`src/rtl/uart_disp_pkg.sv`:
```
// Shared types and helpers for the UART hex display front end.
// Holds the receiver state encoding and the segment encoder.
package uart_disp_pkg;

    typedef enum logic [2:0] {
        IDLE,
        START,
        DATA,
        STOP,
        CLEANUP
    } rx_state_t;

    localparam logic [6:0] SEG_BLANK = 7'h7F;

    // Active-low segments, bit0 = A .. bit6 = G
    function automatic logic [6:0] hex_to_seg(input logic [3:0] nib);
        logic [6:0] seg;
        unique case (nib)
            4'h0: seg = 7'h40;
            4'h1: seg = 7'h79;
            4'h2: seg = 7'h24;
            4'h3: seg = 7'h30;
            4'h4: seg = 7'h19;
            4'h5: seg = 7'h12;
            4'h6: seg = 7'h02;
            4'h7: seg = 7'h78;
            4'h8: seg = 7'h00;
            4'h9: seg = 7'h10;
            4'hA: seg = 7'h08;
            4'hB: seg = 7'h03;
            4'hC: seg = 7'h46;
            4'hD: seg = 7'h21;
            4'hE: seg = 7'h06;
            4'hF: seg = 7'h0E;
        endcase
        return seg;
    endfunction

endpackage

```
`src/rtl/uart_rx_core.sv`:
```
// 8N1 UART receiver with input synchroniser, framing-error flag
// and break handling (a held-low line reports one error only).
module uart_rx_core
    import uart_disp_pkg::*;
#(
    parameter int CLKS_PER_BIT = 217
) (
    input  logic       clk,
    input  logic       reset,
    input  logic       serial,
    output logic [7:0] data,
    output logic       valid,
    output logic       frame_err
);

    localparam int CW = $clog2(CLKS_PER_BIT);
    localparam logic [CW-1:0] LAST = CW'(CLKS_PER_BIT - 1);
    localparam logic [CW-1:0] HALF = CW'(CLKS_PER_BIT / 2 - 1);

    logic [1:0]    sync;
    logic          line;
    rx_state_t     state, state_n;
    logic [CW-1:0] cnt, cnt_n;
    logic [2:0]    idx, idx_n;
    logic [7:0]    shreg, shreg_n;
    logic [7:0]    data_n;
    logic          valid_n, err_n;

    assign line = sync[1];

    always_ff @(posedge clk) begin
        if (reset) begin
            sync      <= 2'b11;
            state     <= IDLE;
            cnt       <= '0;
            idx       <= '0;
            shreg     <= '0;
            data      <= '0;
            valid     <= 1'b0;
            frame_err <= 1'b0;
        end else begin
            sync      <= {sync[0], serial};
            state     <= state_n;
            cnt       <= cnt_n;
            idx       <= idx_n;
            shreg     <= shreg_n;
            data      <= data_n;
            valid     <= valid_n;
            frame_err <= err_n;
        end
    end

    always_comb begin
        state_n = state;
        cnt_n   = cnt;
        idx_n   = idx;
        shreg_n = shreg;
        data_n  = data;
        valid_n = 1'b0;
        err_n   = frame_err;
        unique case (state)
            IDLE: begin
                cnt_n = '0;
                idx_n = '0;
                if (!line) state_n = START;
            end
            START: begin
                if (cnt == HALF) begin
                    cnt_n   = '0;
                    state_n = line ? IDLE : DATA;
                end else begin
                    cnt_n = cnt + 1'b1;
                end
            end
            DATA: begin
                if (cnt == LAST) begin
                    cnt_n   = '0;
                    shreg_n = {line, shreg[7:1]};
                    idx_n   = idx + 1'b1;
                    if (idx == 3'd7) state_n = STOP;
                end else begin
                    cnt_n = cnt + 1'b1;
                end
            end
            STOP: begin
                if (cnt == LAST) begin
                    cnt_n   = '0;
                    state_n = CLEANUP;
                    if (line) begin
                        data_n  = shreg;
                        valid_n = 1'b1;
                        err_n   = 1'b0;
                    end else begin
                        err_n = 1'b1;
                    end
                end else begin
                    cnt_n = cnt + 1'b1;
                end
            end
            // Stay here through a break until the line recovers
            CLEANUP: begin
                if (line) state_n = IDLE;
            end
            default: state_n = IDLE;
        endcase
    end

endmodule

```
`src/rtl/uart_hex_display.sv`:
```
// UART receiver feeding a byte store shown as hex on 7-seg digits,
// with latch/shift modes and optional idle blanking.
module uart_hex_display
    import uart_disp_pkg::*;
#(
    parameter int CLKS_PER_BIT = 217,
    parameter int NUM_BYTES    = 2,
    parameter int BLANK_CLKS   = 0
) (
    input  logic                    i_Clk,
    input  logic                    i_Reset,
    input  logic                    i_RX_Serial,
    input  logic                    i_Mode,
    output logic [7:0]              o_Byte,
    output logic                    o_Byte_Valid,
    output logic                    o_Frame_Err,
    output logic [14*NUM_BYTES-1:0] o_Seg
);

    localparam int BW = (BLANK_CLKS > 0) ? $clog2(BLANK_CLKS + 1) : 1;
    localparam logic [BW-1:0] BLANK_MAX = BW'(BLANK_CLKS);

    logic [7:0]    slots [NUM_BYTES];
    logic [BW-1:0] idle_cnt;
    logic          blanked;

    uart_rx_core #(
        .CLKS_PER_BIT(CLKS_PER_BIT)
    ) rx (
        .clk      (i_Clk),
        .reset    (i_Reset),
        .serial   (i_RX_Serial),
        .data     (o_Byte),
        .valid    (o_Byte_Valid),
        .frame_err(o_Frame_Err)
    );

    always_ff @(posedge i_Clk) begin
        if (i_Reset) begin
            for (int k = 0; k < NUM_BYTES; k++) slots[k] <= '0;
            idle_cnt <= '0;
        end else if (o_Byte_Valid) begin
            if (i_Mode) begin
                for (int k = 1; k < NUM_BYTES; k++) slots[k] <= slots[k-1];
            end
            slots[0] <= o_Byte;
            idle_cnt <= '0;
        end else if (BLANK_CLKS > 0 && idle_cnt != BLANK_MAX) begin
            idle_cnt <= idle_cnt + 1'b1;
        end
    end

    assign blanked = (BLANK_CLKS > 0) && (idle_cnt == BLANK_MAX);

    // Digit 2k shows the low nibble of slot k, digit 2k+1 the high nibble
    for (genvar d = 0; d < 2 * NUM_BYTES; d++) begin : g_digit
        logic [3:0] nib;
        assign nib = slots[d/2][4*(d%2) +: 4];
        assign o_Seg[7*d +: 7] = blanked ? SEG_BLANK : hex_to_seg(nib);
    end

endmodule
```
`config.mk`:
```
export PLATFORM = sky130hd
export DESIGN_NAME = uart_hex_display
export DESIGN_NICKNAME = d
export VERILOG_FILES = /design/src/rtl/uart_disp_pkg.sv /design/src/rtl/uart_rx_core.sv /design/src/rtl/uart_hex_display.sv
export SDC_FILE = /design/constraint.sdc
export NUM_CORES = 1
export LEC_CHECK = 0
export CAP_MARGIN = 20
export CORE_AREA = 2 2 82 100
export CTS_CLUSTER_DIAMETER = 120
export DETAILED_ROUTE_END_ITERATION = 8
export DIE_AREA = 0 0 84 102
export PLACE_DENSITY = 0.66
export SLEW_MARGIN = 20
export SYNTH_ARGS = -nofsm -noshare
export SYNTH_HDL_FRONTEND = slang
export SYNTH_SLANG_ARGS = --single-unit
```
`constraint.sdc`:
```
create_clock -name i_Clk -period 2.5 [get_ports i_Clk]
set_clock_uncertainty 0.15 [all_clocks]
set_input_delay 0.625 -clock i_Clk [delete_from_list [all_inputs] [get_ports i_Clk]]
set_output_delay 0.625 -clock i_Clk [all_outputs]
set_load 0.05 [all_outputs]
```
== Word level (Yosys, flattened, before mapping) ==
Memory sizes are Yosys's and may differ from the RTL's.
Index checks and enable logic that the tools add are counted.
Word-level totals
  memories kept: 5
  input port bits: 4
  memory bits (writable): 16
  bits in registers: 34
  output and inout port bits: 38
  word-level logic and storage cells: 68
  memory bits (read-only): 448
Operators by class
  add/subtract/negate cells: 2
  equal/unequal tests: 13
  reduce and logical (&&, ||, !) cells: 10
  bitwise gates (word level): 4
  mux-type cells: 26
Memory list
  (no name shown): depth 16, width 7, read ports 1, clocked after memory_dff 0, wr ports 0, RTL line uart_disp_pkg.sv:18  | unique case (nib)
  (no name shown): depth 16, width 7, read ports 1, clocked after memory_dff 0, wr ports 0, RTL line uart_disp_pkg.sv:18
  (no name shown): depth 16, width 7, read ports 1, clocked after memory_dff 0, wr ports 0, RTL line uart_disp_pkg.sv:18
  (no name shown): depth 16, width 7, read ports 1, clocked after memory_dff 0, wr ports 0, RTL line uart_disp_pkg.sv:18
  slots: depth 2, width 8, read ports 2, clocked after memory_dff 0, wr ports 2, RTL line uart_hex_display.sv:23  | logic [7:0] slots [NUM_BYTES];
Operators with widths (count)
  $mux 8: 4
  $pmux 8 s3: 1
  $mux 3: 7
  $pmux 3 s5: 1
  $mux 1: 11
  $ne 2x1->1 const B: 5
  $add 8x1->8 const B: 1
  $eq 8x7->1 const B: 1
  $eq 8x8->1 const B: 1
  $eq 3x2->1 const B: 2
  $eq 3x3->1 const B: 2
  $pmux 3 s2: 1
  $reduce_and 2->1: 3
  $reduce_and 6->1: 1
  $add 3x1->3 const B: 1
  $eq 3x1->1 const B: 1
  $logic_not 3->1: 1
  $reduce_and 3->1: 1
  $reduce_bool 3->1: 1
  $reduce_or 3->1: 1
  $mux 2: 1
  $ne 2x2->1 const B: 1
  $not 1->1: 2
  $or 1x1->1: 2
  other kinds (2): 2

== Longest topological paths before layout ==
Gate-level depths: netlist of the first run.
  word-level depth: 5
  gate-level depth with buffers: 8
  mapped depth without buffers: 7

== Modules after synthesis ==
Synthesis of the first run repeated with hierarchy kept, for this count alone.
Second synthesis, totals
  cells, all modules: 331
  area total of the unflattened synthesis: 3178.0 um^2
Modules (own cells, without submodules)
  uart_hex_display: instances 1, area each 1662.8 um^2, sequential area each 480.5 um^2, cells each 164
  uart_rx_core: instances 1, area each 1515.2 um^2, sequential area each 680.7 um^2, cells each 167

== Least setup slack after synthesis of the first run ==
No wires, ideal clock.
  path kind: register -> output
  start: memory slots[0][5]
  end: output o_Seg[11]
  arrival: 1955 ps
  cell stages (with the launch flop): 5
  slack: -230 ps
  path buffers: 0
  required time: 1725 ps
  cell sequence: edfxtp_1 -> inv_1 -> ha_1 -> mux2i_1 -> o21ai_0
RTL lines
  from (decl): RTL line uart_hex_display.sv:23
  to (decl): RTL line uart_hex_display.sv:17  | output logic [14*NUM_BYTES-1:0] o_Seg

==> results of run 1 <==
==> how the worst min path moves through the flow <==
stage	to	slack, ns	start
CTS	rx.sync[1]$_SDFF_PP1_	0.28	rx.sync[0]$_SDFF_PP1_
global placement	rx.sync[1]$_SDFF_PP1_	0.26	rx.sync[0]$_SDFF_PP1_
global route	rx.sync[1]$_SDFF_PP1_	0.28	rx.sync[0]$_SDFF_PP1_
floorplan	rx.sync[1]$_SDFF_PP1_	0.24	rx.sync[0]$_SDFF_PP1_
finish	rx.sync[1]$_SDFF_PP1_	0.28	rx.sync[0]$_SDFF_PP1_
detailed placement	rx.sync[1]$_SDFF_PP1_	0.26	rx.sync[0]$_SDFF_PP1_
==> metal layers <==
metal | up-vias | part of all wire [%] | global-route usage, % | wire, um
met5 | - | 0 | 0 | 0
met4 | 0 | 0.91 | 2.98 | 63
met3 | 7 | 2.2 | 2.18 | 155
met2 | 42 | 56 | 29.5 | 3890
met1 | 1219 | 41 | 16.5 | 2830
li1 | 1293 | - | - | -
==> metrics by stage <==
stage	setup WS, ns	instances	util (%)	power (W)
after detailed placement	0.130	451	49.9	0.00122
after floorplan	0.0665	321	-	0.00108
after global routing	-0.148	489	58.7	0.00192
after CTS	-0.0853	477	55.3	0.00183
final	-0.0765	489	58.7	0.00186
after global placement	0.159	451	49.9	0.00122
==> flip-flops by register name (all words and copies together) (netlist names) <==
| name | flops |
|---|---|
| slots | 16 |
| rx.idx | 3 |
| rx.sync | 2 |
| rx.data | 8 |
| rx.valid | 1 |
| rx.state | 3 |
| rx.shreg | 8 |
| rx.frame_err | 1 |
| rx.cnt | 8 |
==> power groups by stage <==
stage | Combinational [W] | Sequential [W] | Clock (W)
floorplan | 0.000205 | 0.000877 | 0
global placement | 0.000334 | 0.000883 | 0
detailed placement | 0.000338 | 0.000884 | 0
CTS | 0.000377 | 0.000863 | 0.000594
global route | 0.000432 | 0.000867 | 0.000625
finish | 0.000411 | 0.000864 | 0.000585
==> cells by family after synthesis <==
kind of cell / after synthesis / share of synthesized area [%]
muxes: 18 / 7.80
and+or+nand+nor: 118 / 21.1
buffers and inverters: 37 / 4.69
adders and majority gates: 28 / 11.7
AOI/OAI and AO/OA: 70 / 15.8
DFF: 50 / 38.9
==> cells in the mapped netlist (all sizes together) (2+ instances only) <==
library cell	count
nor3	3
a31oi	6
o31ai	2
nand3b	2
a22o	14
buf	2
edfxtp	16
or3	5
a21oi	22
o22ai	5
clkbuf	16
o21ai	9
or3b	3
nor2b	7
a32o	3
nand4	2
nand2	30
mux2	2
mux2i	12
nand3	13
nor2	21
dfxtp	34
or2	5
nand2b	4
ha	28
and2	17
inv	19
mux4	4
==> cells in the final DEF, fill, tap and decap left out, drive strengths merged, types with 4 or more instances in the layout <==
| cell type | synthesis | routed |
|---|---|---|
| clkdlybuf4s50 | 0 | 13 |
| edfxtp | 16 | 16 |
| dfxtp | 34 | 34 |
| nand3 | 13 | 13 |
| or2 | 5 | 5 |
| nand2 | 30 | 30 |
| buf | 2 | 73 |
| nor2b | 7 | 7 |
| clkbuf | 16 | 5 |
| a22o | 14 | 14 |
| ha | 28 | 28 |
| and2 | 17 | 17 |
| o21ai | 9 | 9 |
| nand2b | 4 | 4 |
| o22ai | 5 | 5 |
| or3 | 5 | 5 |
| mux2i | 12 | 12 |
| a31oi | 6 | 6 |
| mux4 | 4 | 4 |
| nor2 | 21 | 21 |
| inv | 19 | 20 |
| a21oi | 22 | 22 |
==> worst reg2reg max path, delay by kind of cell (launching register included) <==
family	cells	cell delay, ns
buffers and inverters	1	0.17
AO/OA/AOI/OAI	2	0.32
flip-flops	1	0.38
adder cells (fa/ha/maj)	1	0.23
AND/OR/NAND/NOR	3	0.91
==> what timing repair did <==
item,in CTS,in global routing
buffers inserted,18,12
setup endpoints to repair,14,18
gates resized for setup,42,41
pin swaps,1,8
==> layout make-up <==
class                           count  area, um2  area share [%]
Clock buffer                        5       68.8            1.55
Clock inverter                      3       47.5            1.07
Inverter                           19       76.3            1.72
Multi-Input combinational cell    234       1950            43.8
Sequential cell                    50       1160            26.1
Tap cell                           92        115            2.59
Timing Repair Buffer               86       1030            23.2
==> run metrics, run 1 <==
cell count along the critical path=4; combined buffer and inverter count along the critical path=2; register share of total power=46.4%; setup TNS=-0.489 ns; worst ir drop on vdd=0.485 mV; total non-filler cell area in the finished layout=roughly 0.0044 mm2; Avg Synthesized Cell Area=roughly 9.3 um2; DRT Wirelength=around 6900 um; class of the most critical setup path=reg -> out; part of the total power dissipated in combinational logic=between 20% and 30%; TritonCTS clock tree=built; kind of path behind the tightest hold check=reg -> reg; max-slew violation count=0; Yosys reg bits=50; Slew HR=48.9%; dpl hpwl=4520 um; Mapped Cells=between 300 and 400; clock-pin slew of the registers on the worst-case setup and hold paths=approximately 0.090 ns; final net count=around 430; count of cells along the worst hold path=1; first-pass detailed-route iteration total=4; reg2reg setup slack=roughly 0.27 ns; All-Layer GR Usage=approximately 15%; via count of the first global-routing pass=2,352; core area=0.00758 mm2; max incr delay on CP=between 0.4 and 0.5 ns; top cell type's share of synthesized area=a little under a quarter; Layout Area Growth over Synthesis=49.0%; slowest CP cell=sky130_fd_sc_hd__mux4_2; via count of the routed design=~2.6k; maximum number of pins on one net before global-route repair=29; minimum clock period=between 2 and 3 ns; area of the mapped netlist=around 0.003 mm2; filler cell count in the final layout=646; critical path data required time=1.73 ns; Top delay family on crit path=multiplexers; die boundary width=84 um; power density of the placed cells=between 400 and 500 mW/mm2; number of clock sinks=50; drt first-iter violations=112; cell-by-cell trace of the critical path=buf_4 > ha_2 > mux4_2 > buf_8; sequential area share after synthesis=about two fifths; maximum capacitance violations=0; number of distinct standard cells referenced by the synthesized netlist=between 40 and 50; r2r worst-path depth=7; quantity of I/O buffers inserted on ports=between 40 and 50; Ant. Diodes=0; maximum level of the CTS H-tree=2; Warnings, synthesis=0; part of the total power dissipated in the clock network=a little under a third; vertical extent of the die=around 100 um; final hold viol count=0; routability congestion estimate from global placement=between 0.7 and 0.8; cells taking the most area after synthesis=sky130_fd_sc_hd__dfxtp_1 (23%), sky130_fd_sc_hd__edfxtp_1 (16%), sky130_fd_sc_hd__ha_1 (12%); number of buffers created by CTS=5; number of setup violations in the final report=11; root buffer selected by CTS=sky130_fd_sc_hd__clkbuf_8; antenna violations before repair=0; Hold Buf Count CTS=0; unrepaired setup endpoints after global routing=true; worst-case clock buffer depth=2; number of primary I/O pins=42; Reg-to-Reg Start=rx.cnt[0]$_SDFFE_PP0P_; number of placement rows=35; Crit. Startpoint=slots[0][8]$_SDFFCE_PN0P_; worst hold slack across all endpoints=between 0.2 and 0.3 ns; Power Internal=roughly 0.0013 W; achievable clock frequency=around 0.39 GHz; Static Leakage=between 1.5 and 2 nW; cell type contributing the most total cell area after synthesis=sky130_fd_sc_hd__dfxtp_1; remaining routing DRC violations=0; endpoint arrival time on the critical path=about 1.8 ns; ratio of cells with drive above 1 in the final layout=~37%; result of the run=finished, violations left; proportion of total power due to net switching=between 20% and 30%; fraction of registers with async set/reset=0%; initial cell density of the core=39.4%; final period utilization=103%; end of the worst register-to-register path=rx.state[1]$_SDFFE_PP0P_; floorplan die area=around 0.0086 mm2; Area after DPL=0.00378 mm2; end point of the critical path=o_Seg[17]; violated checks=negative setup slack; power spent charging and discharging nets=a little over 0.0005 W; residual overflow from global routing=0; slew at the pin closest to its max-slew limit=between 0.7 and 0.8 ns; syn nets=around 350; vias per std cell=between 5 and 6; Final WS setup=-0.0765 ns; type of element launching the critical path=flip-flop; number of antenna-violating nets in the routed design=0; nature of the critical path endpoint=output port; wire length of the first global-routing pass=between 10,000 and 15,000 um; Clk Latency, worst-skew pair=roughly 0.31 ns; Post-synth EDFFs=16; dominant register cell in the synthesized netlist=sky130_fd_sc_hd__dfxtp_1; highest fanout seen on the critical path=4; WL/cell=approximately 14 um
No activity file was read; power rests on OpenSTA's default activity.
==> inputs of run 2 (changes only) <==
--- a/config.mk
+++ b/config.mk
@@ -11,6 +11,7 @@
 export DETAILED_ROUTE_END_ITERATION = 8
 export DIE_AREA = 0 0 84 102
 export PLACE_DENSITY = 0.66
+export SETUP_SLACK_MARGIN = 0.15
 export SLEW_MARGIN = 20
 export SYNTH_ARGS = -nofsm -noshare
 export SYNTH_HDL_FRONTEND = slang
==> run 2 against run 1 <==
The run still ends with negative setup slack left. Fmax is 0.76% higher. Register-to-register slack gained 0.04 ns. Wire length up 5.0%. Power shrank 4.8%. Critical endpoint is now o_Seg[24]. Combinational power increased by 5.8%. Sequential share of layout area fell by 1.1 points. Die area unchanged. Critical path type unchanged. Critical path depth rose by 1. Final area is 4.6% higher. Global-route usage increased by 1.4 points. Sequential power barely moved.
==> run metrics, run 2 (synthesis results as in run 1) <==
result of the run=finished, violations left; violated checks=negative setup slack; number of primary I/O pins=42; max-slew violation count=0; final period utilization=102%; floorplan die area=roughly 0.0086 mm2; worst ir drop on vdd=~0.29 mV; Hold Buf Count CTS=0; r2r worst-path depth=7; final net count=~440; filler cell count in the final layout=598; unrepaired setup endpoints after global routing=true; wire length of the first global-routing pass=approximately 11,000 um; number of buffers created by CTS=5; worst-case clock buffer depth=2; multi-input logic area=0.00213 mm2; type of element launching the critical path=flip-flop; remaining routing DRC violations=0; cell-by-cell trace of the critical path=inv_2 > ha_4 > inv_2 > mux4_2 > buf_8; number of placement rows=35; part of the total power dissipated in the clock network=a little over a quarter; ratio of cells with drive above 1 in the final layout=about 43%; reg2reg setup slack=0.31 ns; nature of the critical path endpoint=output port; vertical extent of the die=102 um; maximum capacitance violations=0; Reg-to-Reg Start=rx.cnt[0]$_SDFFE_PP0P_; cell count along the critical path=5; Reg area=about 0.0012 mm2; minimum clock period=approximately 2.6 ns; most common cell after layout, fill and taps aside=sky130_fd_sc_hd__buf_4; maximum number of pins on one net before global-route repair=22; residual overflow from global routing=0; slew at the pin closest to its max-slew limit=around 0.8 ns; Clk Latency, worst-skew pair=~0.3 ns; end point of the critical path=o_Seg[24]; root buffer selected by CTS=sky130_fd_sc_hd__clkbuf_8; proportion of total power due to net switching=between 20% and 30%; maximum level of the CTS H-tree=2; part of the total power dissipated in combinational logic=24.6%; initial cell density of the core=about two fifths; worst hold slack across all endpoints=0.300 ns; Static Leakage=around 1.8 nW; via count of the first global-routing pass=around 2.6k; register share of total power=between 40% and 50%; Top cell by count, worst path=sky130_fd_sc_hd__inv_2; clock-pin slew of the registers on the worst-case setup and hold paths=~0.10 ns; first-pass detailed-route iteration total=4; quantity of I/O buffers inserted on ports=between 40 and 50; max incr delay on CP=0.46 ns; end of the worst register-to-register path=rx.state[1]$_SDFFE_PP0P_; class of the most critical setup path=reg -> out; most flop-heavy register=slots; power density of the placed cells=around 380 mW/mm2; antenna violations before repair=0; number of clock sinks=50; highest fanout seen on the critical path=4; Top delay family on crit path=multiplexers; WL/cell=14.7 um; vias per std cell=about 5.3; dpl hpwl=approximately 4700 um; TritonCTS clock tree=built; achievable clock frequency=about 0.39 GHz; routability congestion estimate from global placement=a little over 0.8; Ant. Diodes=0; Final WS setup=-0.0571 ns; Crit. Startpoint=slots[0][12]$_SDFFCE_PN0P_; critical path data required time=1.73 ns; combined buffer and inverter count along the critical path=3; Slew HR=between 40 and 50%; number of antenna-violating nets in the routed design=0; flip-flop count of the largest register after layout=16; worst setup slack before clock tree synthesis=0.149 ns; Layout Area Growth over Synthesis=55.8%; DRT Wirelength=around 7300 um; power spent charging and discharging nets=0.000517 W; number of setup violations in the final report=4; drt first-iter violations=63; via count of the routed design=~2.6k; core area=0.00758 mm2; kind of path behind the tightest hold check=reg -> reg; final hold viol count=0; highest-count cells in the layout ignoring fill and taps=sky130_fd_sc_hd__buf_4 (41), sky130_fd_sc_hd__dfxtp_1 (34), sky130_fd_sc_hd__nand2_1 (28); endpoint arrival time on the critical path=between 1.5 and 2 ns; Power Internal=approximately 0.0013 W; slowest CP cell=sky130_fd_sc_hd__mux4_2; die boundary width=84 um; All-Layer GR Usage=~16%
-- run 2: changes by cell type in the layout (fill, tap and decap cells not counted), moves of 3 or more --
cell / before / now
sky130_fd_sc_hd__mux2i_1: 12 / 9
sky130_fd_sc_hd__nor2_1: 21 / 18
sky130_fd_sc_hd__ha_1: 10 / 6
sky130_fd_sc_hd__ha_4: 11 / 18
sky130_fd_sc_hd__buf_4: 34 / 41
sky130_fd_sc_hd__mux2i_2: 0 / 3
sky130_fd_sc_hd__ha_2: 7 / 4
-- run 2: repair_timing --
item,in CTS,in global routing
setup endpoints to repair,28,31
pin swaps,14,15
buffers inserted,22,14
resized for setup,73,46
-- run 2: metrics by stage --
| step | utilization, % | instances | total power [W] | instance area [um2] | setup TNS, ns |
|---|---|---|---|---|---|
| after floorplan | - | 321 | 0.00109 | 3030 | 0 |
| after global placement | 50.0 | 452 | 0.00122 | 3790 | 0 |
| after detailed placement | 50.0 | 452 | 0.00122 | 3790 | 0 |
| after CTS | 57.3 | 482 | 0.00175 | 4340 | -0.149 |
| after global routing | 61.4 | 496 | 0.00185 | 4650 | -0.782 |
| final | 61.4 | 496 | 0.00177 | 4650 | -0.158 |
-- run 2: layout make-up --
type | instances | share of cell area [%]
clock buffers | 5 | 1.48
clock inverters | 3 | 0.538
repair buffers | 93 | 23.1
well taps | 92 | 2.48
inverters | 19 | 1.69
multi-input cells | 234 | 45.8
flip-flops and latches | 50 | 25.0
-- run 2: worst min path at each step --
stage | cells past startpoint | slack [ns] | startpoint | to
floorplan | 1 | 0.24 | rx.sync[0]$_SDFF_PP1_ | rx.sync[1]$_SDFF_PP1_
global placement | 1 | 0.28 | rx.sync[0]$_SDFF_PP1_ | rx.sync[1]$_SDFF_PP1_
detailed placement | 1 | 0.28 | rx.sync[0]$_SDFF_PP1_ | rx.sync[1]$_SDFF_PP1_
CTS | 1 | 0.30 | rx.sync[0]$_SDFF_PP1_ | rx.sync[1]$_SDFF_PP1_
global route | 1 | 0.33 | rx.sync[0]$_SDFF_PP1_ | rx.sync[1]$_SDFF_PP1_
finish | 1 | 0.30 | rx.sync[0]$_SDFF_PP1_ | rx.sync[1]$_SDFF_PP1_
-- run 2: power groups by stage --
| stage | logic [W] | clock network, W | registers [W] |
|---|---|---|---|
| after floorplan | 0.000209 | 0 | 0.000877 |
| final | 0.000435 | 0.000472 | 0.000863 |
| after detailed placement | 0.000337 | 0 | 0.000883 |
| after CTS | 0.000393 | 0.000492 | 0.000863 |
| after global placement | 0.000334 | 0 | 0.000883 |
| after global routing | 0.000458 | 0.000523 | 0.000865 |
-- run 2: per-layer routing --
layer | track usage [%] | routed length (um) | vias up
met2 | 33.4 | 4170 | 42
met3 | 2.75 | 146 | 9
met5 | 0 | 0 | -
li1 | - | - | 1305
met4 | 4.22 | 87 | 0
met1 | 16.6 | 2870 | 1251
